File: src/rtl/spi_fsm_pkg.sv
// Shared definitions for the SPI memory transaction controller:
// state encoding, default byte width, R/W polarity and the control-output bundle.
package spi_fsm_pkg;

    localparam int unsigned BITS_DEFAULT = 8;
    localparam int unsigned CNT_W        = 4;
    localparam logic        RW_READ      = 1'b1;

    typedef enum logic [3:0] {
        IDLE        = 4'd0,
        GET_ADDR    = 4'd1,
        GOT_ADDR    = 4'd2,
        READ_WAIT   = 4'd3,
        READ_LOAD   = 4'd4,
        READ_SHIFT  = 4'd5,
        WRITE_RECV  = 4'd6,
        WRITE_STORE = 4'd7,
        DONE        = 4'd8
    } state_t;

    typedef struct packed {
        logic sr_load;
        logic addr_we;
        logic dm_we;
        logic miso_en;
    } ctrl_t;

    // Moore output decode: each strobe belongs to exactly one state.
    function automatic ctrl_t decode_ctrl(input state_t s);
        ctrl_t c;
        c = '0;
        case (s)
            GOT_ADDR:    c.addr_we = 1'b1;
            READ_LOAD:   c.sr_load = 1'b1;
            READ_SHIFT:  c.miso_en = 1'b1;
            WRITE_STORE: c.dm_we   = 1'b1;
            default:     c = '0;
        endcase
        return c;
    endfunction

endpackage

File: src/rtl/spi_bitcounter.sv
// Saturating bit counter; clear wins over inc, and the count holds at MAX.
module spi_bitcounter
    import spi_fsm_pkg::*;
#(
    parameter int unsigned MAX = BITS_DEFAULT,
    parameter int unsigned W   = CNT_W
) (
    input  logic         clk,
    input  logic         reset,
    input  logic         clear,
    input  logic         inc,
    output logic [W-1:0] count
);

    always_ff @(posedge clk or posedge reset) begin
        if (reset) begin
            count <= '0;
        end else if (clear) begin
            count <= '0;
        end else if (inc && (count != W'(MAX))) begin
            count <= count + W'(1);
        end
    end

endmodule

File: src/rtl/spi_fsm.sv
// SPI memory transaction controller: address byte, R/W bit, then one data byte
// either shifted out (read) or stored (write). Outputs are registered Moore strobes.
module spi_fsm
    import spi_fsm_pkg::*;
#(
    parameter int unsigned BITS = BITS_DEFAULT
) (
    input  logic clk,
    input  logic reset,
    input  logic cs,
    input  logic sclkPosEdge,
    input  logic sclkNegEdge,
    input  logic rwBit,
    output logic srLoad,
    output logic addrWe,
    output logic dmWe,
    output logic misoEn
);

    localparam logic [CNT_W-1:0] TERM    = CNT_W'(BITS);
    localparam logic [CNT_W-1:0] TERM_M1 = CNT_W'(BITS - 1);

    state_t           state, state_next;
    ctrl_t            ctrl_q;
    logic [CNT_W-1:0] count;
    logic             cnt_clear, cnt_inc;
    logic             cnt_done;

    spi_bitcounter #(.MAX(BITS), .W(CNT_W)) u_bitcounter (
        .clk   (clk),
        .reset (reset),
        .clear (cnt_clear),
        .inc   (cnt_inc),
        .count (count)
    );

    // Leave a counting state on the same edge that completes the last bit.
    assign cnt_done = (count == TERM) || (cnt_inc && (count == TERM_M1));

    // Next state and counter control; chip-select release aborts from anywhere.
    always_comb begin
        state_next = state;
        cnt_clear  = 1'b0;
        cnt_inc    = 1'b0;
        if ((state != IDLE) && cs) begin
            state_next = IDLE;
            cnt_clear  = 1'b1;
        end else begin
            case (state)
                IDLE: begin
                    if (!cs) begin
                        state_next = GET_ADDR;
                        cnt_inc    = sclkPosEdge;
                        cnt_clear  = !sclkPosEdge;
                    end else begin
                        cnt_clear  = 1'b1;
                    end
                end
                GET_ADDR: begin
                    cnt_inc = sclkPosEdge;
                    if (cnt_done) state_next = GOT_ADDR;
                end
                GOT_ADDR: begin
                    cnt_clear  = 1'b1;
                    state_next = (rwBit == RW_READ) ? READ_WAIT : WRITE_RECV;
                end
                READ_WAIT: begin
                    cnt_clear  = 1'b1;
                    state_next = READ_LOAD;
                end
                READ_LOAD: begin
                    cnt_clear  = 1'b1;
                    state_next = READ_SHIFT;
                end
                READ_SHIFT: begin
                    cnt_inc = sclkNegEdge;
                    if (cnt_done) state_next = DONE;
                end
                WRITE_RECV: begin
                    cnt_inc = sclkPosEdge;
                    if (cnt_done) state_next = WRITE_STORE;
                end
                WRITE_STORE: begin
                    cnt_clear  = 1'b1;
                    state_next = DONE;
                end
                DONE: begin
                    cnt_clear  = 1'b1;
                end
                default: begin
                    cnt_clear  = 1'b1;
                    state_next = IDLE;
                end
            endcase
        end
    end

    // Outputs are decoded from the next state so they align with the state register.
    always_ff @(posedge clk or posedge reset) begin
        if (reset) begin
            state  <= IDLE;
            ctrl_q <= '0;
        end else begin
            state  <= state_next;
            ctrl_q <= decode_ctrl(state_next);
        end
    end

    assign srLoad = ctrl_q.sr_load;
    assign addrWe = ctrl_q.addr_we;
    assign dmWe   = ctrl_q.dm_we;
    assign misoEn = ctrl_q.miso_en;

endmodule

File: config.mk
export PLATFORM = sky130hd
export DESIGN_NAME = spi_fsm
export DESIGN_NICKNAME = d
export VERILOG_FILES = /design/src/rtl/spi_fsm_pkg.sv /design/src/rtl/spi_bitcounter.sv /design/src/rtl/spi_fsm.sv
export SDC_FILE = /design/constraint.sdc
export NUM_CORES = 1
export LEC_CHECK = 0
export ABC_AREA = 1
export CORE_MARGIN = 4
export CORE_UTILIZATION = 35
export CTS_BUF_LIST = sky130_fd_sc_hd__clkbuf_2
export CTS_CLUSTER_DIAMETER = 30
export DETAILED_ROUTE_END_ITERATION = 16
export PLACE_DENSITY_LB_ADDON = 0.25
export SETUP_SLACK_MARGIN = 0.5
export SYNTH_ARGS = -nofsm -noshare
export SYNTH_HDL_FRONTEND = slang
export SYNTH_SLANG_ARGS = --single-unit
export TNS_END_PERCENT = 20
File: constraint.sdc
create_clock -name clk -period 2.7 [get_ports clk]
set_input_delay 0.27 -clock clk [delete_from_list [all_inputs] [get_ports clk]]
set_output_delay 0.27 -clock clk [all_outputs]
set_load 0.05 [all_outputs]
==> flow_metrics.py <==
metrics = {
    "finish": {
        "final_cells": 150,
        "areaGrowthSynthToFinish_pct": 18.0,
        "mostFrequentLayoutCells": "24 x inv_1, 22 x nand2_1, 12 x dfrtp_1",
        "final_nets": 132,
        "drive_gt1_share_pct": 16.3,
        "antennaDiodeCount": 0,
        "layout_commonest_cell": "inv_1",
    },
    "global_route": {
        "grt-ovfl-total": 0,
        "grtUsageTotal_pct": 11.5,
        "grt_max_degree": 13,
        "antenna_found_initial": 0,
        "first_global_vias": 650,
        "grt_first_pass_wirelength_mm": 2.83,
    },
    "critical_path": {
        "cpMaxStageDelayCell": "clkdlybuf4s50_1",
        "critPathCapture": "addrWe",
        "worst-endpoint-required_ps": 2430,
        "worst-path-stages": 1,
        "setup.worst_path.start": "addrWe",
        "r2r_start": "state[1]",
        "worstPathArrival_ps": 1400,
        "cp_cell_sequence": "clkdlybuf4s50_1",
        "worst-r2r-cell-count": 9,
        "r2r_end": "addrWe",
        "startpoint_type": "flip-flop",
        "reg2reg_slack_ps": 1050,
        "max_stage_delay_ps": 790,
        "crit_fanout": 1,
        "end_kind": "output pin",
        "cpLargestDelayFamily": "buffers and inverters",
        "critPathBufInv": 1,
        "path_class": "flip-flop to output pin",
    },
    "route": {
        "initialDrtViolationCount": 13,
        "vias": 664,
        "wl_per_cell_um": 10.0,
        "ant_nets": 0,
        "viasPerCell": 4.43,
        "drt_pass1_iterations": 4,
        "drc_errors": 0,
        "wl_mm": 1.50,
    },
    "timing": {
        "period_share_pct": 61.9,
        "fin_skew_ps": 1.81,
        "fin_ws_ps": 1030,
        "hold_ws_ps": 291,
        "slew_headroom_pct": 66.4,
        "setup_viol": 0,
        "fin_setup_tns_ps": 0,
        "max_freq_ghz": 0.598,
        "max_slew.worst_pin.slew_ps": 503,
        "finalCriticalPeriod_ps": 1670,
        "rsz0062_at_grt": "no",
        "hold_viol_final": 0,
        "finalMaxSlewViolations": 0,
    },
    "clocking": {
        "numCtsBuffers": 3,
        "post-cts-setup-buffers": 0,
        "cts_resized": 0,
        "clock_latency_ps": 260,
        "cts_hold_buffers": 0,
        "clock-sinks": 12,
        "clockBufferDepth": 2,
        "cts_tree": "yes",
        "root_buffer": "clkbuf_2",
        "clk_transition_reported_paths_ps": 110,
        "htreeDepth": 1,
    },
    "job": {
        "maxCapViolCount": 0,
    },
    "synth": {
        "synth_cell_types": 21,
        "yosysWarnings": 0,
        "avgSynthCellArea_sq_um": 7.21,
        "netlist_instances": 110,
        "ys_ff_latch": 12,
        "synth.cell_area_sq_um": 793,
        "synth_fp_nets": 118,
        "seq_area_frac_synth_pct": 37.9,
    },
    "placement": {
        "pre_cts_ws_ps": 925,
        "place_congestion": 0.827,
        "hpwl_mm": 1.27,
        "numPortBuffers": 9,
        "dp.cells": 146,
    },
    "floorplanning": {
        "placementRows": 16,
        "die_w_um": 55.6,
        "io_pins": 10,
        "start_util_pct": 38.5,
        "die_h_um": 55.6,
        "core_sq_um": 2060,
        "die-area_sq_um": 3090,
    },
    "power": {
        "power_density_nw_per_um2": 527,
        "ir_drop_mv": 0.288,
        "power.leakage_nw": 0.479,
        "total_power_uw": 494,
    },
    "worst_hold_path": {
        "hold_path_class": "primary input to asynchronous set/reset pin",
    },
    "outcome": {
        "outcome": "finished clean",
    },
}
[worst min-delay path by stage]
stage | start | to | slack [ps] | depth (start not counted)
6_report | reset | addrWe | 290 | 2
5_1_grt | reset | addrWe | 300 | 2
4_1_cts | reset | u_bitcounter.count[0] | 290 | 2
3_5_place_dp | u_bitcounter.count[2] | u_bitcounter.count[2] | 570 | 2
3_3_place_gp | u_bitcounter.count[2] | u_bitcounter.count[2] | 560 | 2
2_1_floorplan | reset | addrWe | 130 | 1
[Yosys cell counts]
library cell | n | area share [%]
ha_1 | 2 | 3.2
o21ai_0 | 5 | 3.2
o22ai_1 | 1 | 0.79
inv_1 | 24 | 11
dfrtp_1 | 12 | 38
o31ai_1 | 1 | 0.95
nand3_4 | 1 | 2.2
inv_2 | 2 | 0.95
nor2_1 | 10 | 4.7
nor3_1 | 1 | 0.63
a21oi_2 | 1 | 1.1
nand2_1 | 22 | 10
a21oi_1 | 3 | 1.9
nand3_1 | 9 | 5.7
nor3b_2 | 1 | 1.6
o211ai_1 | 2 | 1.9
xor2_1 | 1 | 1.1
nor2_4 | 1 | 1.4
nand3_2 | 1 | 1.3
nand2_2 | 6 | 4.7
nor2_2 | 4 | 3.2
[cell type report]
type | instances | area [sq um]
Fill cell | 220 | 1130
Multi-Input combinational cell | 72 | 395
Sequential cell | 12 | 300
Inverter | 26 | 97.6
Timing Repair Buffer | 9 | 90.1
Tap cell | 27 | 33.8
Clock buffer | 3 | 15.0
Clock inverter | 1 | 3.75
[through the flow]
stage          utilization (%)  instance area (sq um)
3_5_place_dp              44.5                    917
6_report                  45.4                    936
4_1_cts                   45.4                    936
2_1_floorplan                -                    793
5_1_grt                   45.4                    936
3_3_place_gp              44.5                    917
[logic make-up (layout without fill, tap and decap cells)]
| group | count (synthesis) | in the layout | share of synthesized area (%) |
|---|---|---|---|
| buffers and inverters | 26 | 39 | 12.3 |
| flip-flops | 12 | 12 | 37.9 |
| AND/OR/NAND/NOR | 56 | 56 | 35.8 |
| XOR/XNOR | 1 | 1 | 1.10 |
| AO/OA/AOI/OAI | 13 | 13 | 9.78 |
| adder cells (fa/ha/maj) | 2 | 2 | 3.15 |
[worst reg2reg max path: cells and delay by family (launching register included)]
family / cells / cell delay (ps)
DFF: 1 / 460
and+or+nand+nor: 9 / 1140
[per-layer routing]
layer	vias to the layer above	track usage [%]	routed length [um]
met3	5	4.18	52
met4	0	4.17	22
met5	-	0	0
met1	289	14.4	700
met2	6	17.9	725
li1	364	-	-
[power by group]
part / internal, mW / total, mW / switching, mW
clock network: 0.0322 / 0.0903 / 0.0581
logic: 0.0640 / 0.192 / 0.128
registers: 0.194 / 0.212 / 0.0173
[registers in the layout (all words and copies together) (netlist names)]
register / count
addrWe: 1
dmWe: 1
misoEn: 1
srLoad: 1
state: 4
u_bitcounter.count: 4
(Power assumes the default switching activity.)
